===== config.mk =====
export PLATFORM = sky130hd
export DESIGN_NAME = alu_arb
export DESIGN_NICKNAME = d
export VERILOG_FILES = /design/src/rtl/alu_arb_pkg.sv /design/src/rtl/alu_arb_rr.sv /design/src/rtl/alu_arb.sv
export SDC_FILE = /design/constraint.sdc
export NUM_CORES = 1
export LEC_CHECK = 0
export CAP_MARGIN = 10
export CORE_AREA = 3 3 112 114
export CTS_CLUSTER_SIZE = 24
export DETAILED_ROUTE_END_ITERATION = 10
export DIE_AREA = 0 0 115 117
export GPL_TIMING_DRIVEN = 0
export PLACE_DENSITY = 0.61
export SYNTH_ARGS = -nofsm -noshare
export SYNTH_HDL_FRONTEND = slang
export SYNTH_SLANG_ARGS = --single-unit

===== constraint.sdc =====
create_clock -name clk_i -period 1.6 [get_ports clk_i]
set_input_delay 0.24 -clock clk_i [delete_from_list [all_inputs] [get_ports clk_i]]
set_output_delay 0.24 -clock clk_i [all_outputs]
set_load 0.1 [all_outputs]

===== src/rtl/alu_arb_pkg.sv =====
// Shared types for the ALU arbiter: response-slot state and request control bundle.
package alu_arb_pkg;

  typedef enum logic {
    EMPTY = 1'b0,
    FULL  = 1'b1
  } arb_state_t;

  localparam int ALU_ARB_MAX_REQ = 8;

  // Control fields forwarded to the ALU for the granted requester
  typedef struct packed {
    logic [2:0] comp_sel;
    logic       op_0_sel;
    logic [2:0] op_1_sel;
  } alu_ctl_t;

endpackage


===== src/rtl/alu_arb_rr.sv =====
// Round-robin grant logic for alu_arb; only built when ALU_ARB_RR_EN is defined.
`ifdef ALU_ARB_RR_EN
module arb_rr #(
  parameter int N_REQ = 2,
  parameter int IW    = 1
) (
  input  logic             clk_i,
  input  logic             rst_i,
  input  logic [N_REQ-1:0] req_valid_i,
  input  logic             accept_i,
  output logic             gnt_vld_o,
  output logic [IW-1:0]    gnt_idx_o
);

  logic [IW-1:0] last_q;

  // Scan from farthest to nearest so the first valid index after last_q wins
  always_comb begin
    int idx;
    idx       = 0;
    gnt_vld_o = |req_valid_i;
    gnt_idx_o = '0;
    for (int k = N_REQ; k >= 1; k--) begin
      idx = int'(last_q) + k;
      if (idx >= N_REQ) idx = idx - N_REQ;
      if (req_valid_i[idx]) gnt_idx_o = IW'(idx);
    end
  end

  always_ff @(posedge clk_i or posedge rst_i) begin
    if (rst_i)         last_q <= IW'(N_REQ - 1);
    else if (accept_i) last_q <= gnt_idx_o;
  end

endmodule
`endif


===== src/rtl/alu_arb.sv =====
// Shares one combinational ALU between N_REQ requesters with a one-entry response slot.
// ALU_ARB_RR_EN selects round-robin arbitration; otherwise lowest index wins.
module alu_arb
  import alu_arb_pkg::*;
#(
  parameter int XLEN  = 32,
  parameter int N_REQ = 2
) (
  input  logic                       clk_i,
  input  logic                       rst_i,
  input  logic [N_REQ-1:0]           req_valid_i,
  output logic [N_REQ-1:0]           req_ready_o,
  input  logic [N_REQ-1:0][2:0]      req_comp_sel_i,
  input  logic [N_REQ-1:0]           req_op_0_sel_i,
  input  logic [N_REQ-1:0][2:0]      req_op_1_sel_i,
  input  logic [N_REQ-1:0][XLEN-1:0] req_a_data_i,
  input  logic [N_REQ-1:0][XLEN-1:0] req_b_data_i,
  output logic [N_REQ-1:0]           rsp_valid_o,
  input  logic [N_REQ-1:0]           rsp_ready_i,
  output logic                       rsp_comp_o,
  output logic [XLEN-1:0]            rsp_data_o,
  output logic [2:0]                 alu_comp_sel_o,
  output logic                       alu_op_0_sel_o,
  output logic [2:0]                 alu_op_1_sel_o,
  output logic [XLEN-1:0]            alu_a_data_o,
  output logic [XLEN-1:0]            alu_b_data_o,
  input  logic                       alu_comp_i,
  input  logic [XLEN-1:0]            alu_data_i
);

  localparam int IW = $clog2(N_REQ);

  arb_state_t      state_q, state_d;
  logic [IW-1:0]   own_q, own_d, gnt_idx;
  logic            gnt_vld, slot_free, accept;
  logic            comp_q;
  logic [XLEN-1:0] data_q;
  alu_ctl_t        ctl;

`ifdef ALU_ARB_RR_EN
  arb_rr #(.N_REQ(N_REQ), .IW(IW)) u_arb_rr (
    .clk_i       (clk_i),
    .rst_i       (rst_i),
    .req_valid_i (req_valid_i),
    .accept_i    (accept),
    .gnt_vld_o   (gnt_vld),
    .gnt_idx_o   (gnt_idx)
  );
`else
  always_comb begin
    gnt_vld = |req_valid_i;
    gnt_idx = '0;
    for (int i = N_REQ - 1; i >= 0; i--)
      if (req_valid_i[i]) gnt_idx = IW'(i);
  end
`endif

  // Owner's release frees the slot in the same cycle, giving back-to-back accepts
  assign slot_free = (state_q == EMPTY) || rsp_ready_i[own_q];
  assign accept    = gnt_vld && slot_free;

  always_comb begin
    req_ready_o = '0;
    if (accept) req_ready_o[gnt_idx] = 1'b1;
  end

  always_comb begin
    ctl          = '0;
    alu_a_data_o = '0;
    alu_b_data_o = '0;
    if (gnt_vld) begin
      ctl.comp_sel = req_comp_sel_i[gnt_idx];
      ctl.op_0_sel = req_op_0_sel_i[gnt_idx];
      ctl.op_1_sel = req_op_1_sel_i[gnt_idx];
      alu_a_data_o = req_a_data_i[gnt_idx];
      alu_b_data_o = req_b_data_i[gnt_idx];
    end
  end

  assign alu_comp_sel_o = ctl.comp_sel;
  assign alu_op_0_sel_o = ctl.op_0_sel;
  assign alu_op_1_sel_o = ctl.op_1_sel;

  always_comb begin
    state_d = state_q;
    own_d   = own_q;
    if (accept) begin
      state_d = FULL;
      own_d   = gnt_idx;
    end else if (state_q == FULL && rsp_ready_i[own_q]) begin
      state_d = EMPTY;
    end
  end

  always_ff @(posedge clk_i or posedge rst_i) begin
    if (rst_i) begin
      state_q <= EMPTY;
      own_q   <= '0;
      comp_q  <= 1'b0;
      data_q  <= '0;
    end else begin
      state_q <= state_d;
      own_q   <= own_d;
      if (accept) begin
        comp_q <= alu_comp_i;
        data_q <= alu_data_i;
      end
    end
  end

  always_comb begin
    rsp_valid_o = '0;
    if (state_q == FULL) rsp_valid_o[own_q] = 1'b1;
  end

  assign rsp_comp_o = comp_q;
  assign rsp_data_o = data_q;

  // A pending request must stay valid until it is accepted
  for (genvar i = 0; i < N_REQ; i++) begin : g_hold
    a_hold: assert property (@(posedge clk_i) disable iff (rst_i)
      req_valid_i[i] && !req_ready_o[i] |=> req_valid_i[i]);
  end

endmodule


Yosys cells after proc, flatten, opt, wreduce, memory -nomap -nowiden
Cells that the tools add are included.
- register bits after elaboration: 35
- input port bits: 181
- output and inout port bits: 108
- order comparisons: 4
- multiplexer cells: 25
- bitwise logic cells: 1
- reductions and logical operators: 7
- operator list (cell ; count):
    32-bit two-way mux ; 6
    3-bit two-way mux ; 4
    1-bit two-way mux ; 10
    7-bit two-way mux ; 1
    1-bit logical AND ; 4
    1-bit by 2-bit less-than comparator with 1-bit output (second input constant) ; 2
    2-bit two-way mux ; 2
    1-bit demux with 1-bit select ; 2
    1-bit greater-or-equal comparator (second input constant) ; 2
    2-bit nonzero test ; 1
    2-bit OR reduction ; 1
    1-bit logical OR ; 1
    1-bit inverter ; 1

Longest topological paths before layout
- depth after elaboration: 7
- mapped depth: 4

Least setup slack after synthesis
No wires, ideal clock.
- path kind: register -> output
- from: register own_q
- to: output req_ready_o[1]
- arrival: 2.939 ns
- data required time: 1.360 ns
- setup slack: -1.579 ns
- cell stages (with the launch flop): 4
- buffers on the path: 0
- cell sequence: dfrtp_1 mux2i_1 and2_2 nor3b_1
- longest elaborated chain between the ends: 5
- RTL lines (element ; line ; source):
    start: declaration ; alu_arb.sv:34 ; logic [IW-1:0] own_q, own_d, gnt_idx;
    start signal: assignment ; alu_arb.sv:103 ; own_q <= own_d;
    1-bit two-way mux (not written as such) (2 in a row) ; alu_arb.sv:59 ; assign slot_free = (state_q == EMPTY) || rsp_ready_i[own_q];
    1-bit logical OR ; alu_arb.sv:59 ;
    1-bit logical AND ; alu_arb.sv:60 ; assign accept = gnt_vld && slot_free;
    2-bit two-way mux ; alu_arb.sv:64 ; if (accept) req_ready_o[gnt_idx] = 1'b1;
    end: declaration ; alu_arb.sv:12 ; output logic [N_REQ-1:0] req_ready_o,
Every way passes these cells. The select of a mux whose other input is x is not followed.

Final worst setup path
Same ends and word-level chain as after synthesis.

==> summary.txt <==
IO Port Bufs - 288
Initial DRC Count - 74
TritonCTS buffer count - 5
Worst-Skew Late Latency - 270 ps
Outcome - complete, but fails checks
Global-route wire length before repair - 17900 µm
CP max stage delay - 410 ps
CTS tree - yes
Slowest-stage cell, CP - dfrtp_1
Initial antenna violation count - 0
Type of origin of the critical path - flop
Flop-to-flop setup slack - -40 ps
Tmin final - 1680 ps
WL/cell - 20.3 µm
CP bufs+invs - 1
Register area share after synthesis - 42.5%
Post-route clock period utilization - 105%
Clk_skew - 3.48 ps
CP required - 1360 ps
Synth async-reset ratio - 100%
Dpl cell area - 0.00556 mm²
Worst Path Class, Setup - reg -> out
Pleak - 2.69 nW
Synthesized cell area - 0.00206 mm²
ANT nets after route - 0
Root Driver - clkbuf_16
Final setup fails - 32
Synth Area per Inst - 11.9 µm²
PwrDens - 1020 mW/mm²
Max_slew headroom - 62.8%
Max VDD drop - 467 µV
Clock transition at path regs - 50 ps
Total track usage - 17.4%
Routed Wire Length - 12600 µm
Largest net degree at the start of global routing - 24
Worst-path maximum fanout - 4
Worst Tran Pin Value - 558 ps
Failing checks - negative setup slack
Setup TNS - -767 ps
Die Wd - 115 µm
Fin Hold WS - 248 ps
Gr ovfl total - 0
Final net count - 656
Crit-path leading delay family - flip-flops
Core area - 0.0115 mm²
RSZ-0062 raised after global routing - true
Area grow syn2layout - 206%
DRC violations left - 0
Worst-path cell chain - mux2i_2, and2_4, nor3b_4, buf_12
# rows - 39
Synth cell types - 20
Worst EP arrival - 1440 ps
Seq cells post-synth - 35
Synth Warn # - 0
Commonest cells after routing, fill and taps aside - 178 x clkdlybuf4s50_1, 44 x buf_6, 41 x a22o_4
Fillers - 990
Total power - 6.42 mW
I/O pin count - 289
Max-slew violation count - 0
Most common cell after layout, fill and taps aside - clkdlybuf4s50_1
Post-route setup slack - -78.4 ps
Design Area, Final - 0.00631 mm²
Gpl congestion - 0.770
Vias in the first global route - 3105
DR vias/cell - 4.41
Hold crit path type - in -> reg
Crit. End Element - primary output
Syn_nets - 354
Via Count - 2727
Main flop type after synthesis - dfrtp_1
# H-tree levels - 2
CTS Buffer Depth - 2
Final Hold Vio Count - 0
DRT Pass-1 Iters - 4
Share of cells above drive strength 1 - 53.2%
Highest clock rate - 596 MHz
Starting Density - 17.9%
Synth Instances - 173
Antenna diode count - 0
Number of enable flip-flop cells after synthesis - 0
Dpl hpwl - 10600 µm
Die height - 117 µm
MaxCap Viol Count - 0
Die area - 0.0135 mm²
Sink Count - 35
==> registers in the layout (all words and copies together), names as in the netlist <==
| signal | count |
|---|---|
| rsp_comp_o | 1 |
| own_q | 1 |
| state_q | 1 |
| rsp_data_o | 32 |
==> through the flow <==
stage	setup WS [ps]	utilization, %	std cells
floorplan	-191	-	173
global placement	-1900	48.0	604
detailed placement	-1930	48.3	605
CTS	-98.3	54.6	619
global route	-154	54.8	619
finish	-78.4	54.8	619
==> cell usage after synthesis (2+ instances only) <==
library cell,n,share of area (%)
nor2b_1,2,0.61
a22o_1,71,30
clkbuf_1,13,2.4
buf_2,2,0.49
mux2_2,33,18
dfrtp_1,35,43
buf_6,3,1.6
inv_1,2,0.36
==> kinds of logic (layout without fill, tap and decap cells) <==
family	Yosys count	count (layout)	share of synthesized area [%]
AO/OA/AOI/OAI	74	74	31.2
flip-flops	35	35	42.5
multiplexers	34	34	18.5
buffers and inverters	21	324	5.04
AND/OR/NAND/NOR	9	9	2.73
==> power by group <==
| part | internal, mW | leakage [nW] | total [mW] | switching, mW |
|---|---|---|---|---|
| Clock | 0.573 | 0.0669 | 0.917 | 0.343 |
| Combinational | 1.43 | 2.22 | 4.36 | 2.93 |
| Sequential | 1.06 | 0.406 | 1.15 | 0.0866 |
==> metal layers <==
metal | track usage, % | wire length (µm) | vias up
li1 | - | - | 1293
met3 | 4.47 | 877 | 19
met1 | 19.2 | 4360 | 1265
met5 | 0 | 0 | -
met2 | 32.1 | 6960 | 150
met4 | 6.42 | 374 | 0
==> layout make-up <==
class	instances	area, µm²	area share (%)
clock buffer	6	129	2.04
inverter	2	7.51	0.119
multi-input combinational	117	1510	23.9
sequential	35	876	13.9
buffer	19	277	4.38
clock inverter	2	12.5	0.198
timing repair buffer	295	3320	52.7
tap	143	179	2.84
==> final timing paths <==
| path | start | endpoint | depth (start not counted) |
|---|---|---|---|
| hold reg to reg | rsp_data_o[28]$_DFFE_PP0P_ | rsp_data_o[28]$_DFFE_PP0P_ | 1 |
| setup reg to reg | own_q$_DFFE_PP0P_ | rsp_data_o[17]$_DFFE_PP0P_ | 4 |
| hold / removal | req_valid_i[1] | state_q$_DFFE_PP0P_ | 2 |
| min in group asynchronous | rst_i | rsp_data_o[28]$_DFFE_PP0P_ | 2 |
| setup / recovery | own_q$_DFFE_PP0P_ | req_ready_o[1] | 4 |
| max in group asynchronous | rst_i | rsp_data_o[17]$_DFFE_PP0P_ | 3 |
==> what timing repair did <==
item,in CTS,in global routing
cloned,3,1
endpoints found under the hold margin,0,0
endpoints found under the setup margin,139,59
gates resized for setup,722,7
pin swaps,1,0
buffers inserted,3,0
hold buffers,0,0
No activity file was read; power rests on OpenSTA's default activity.
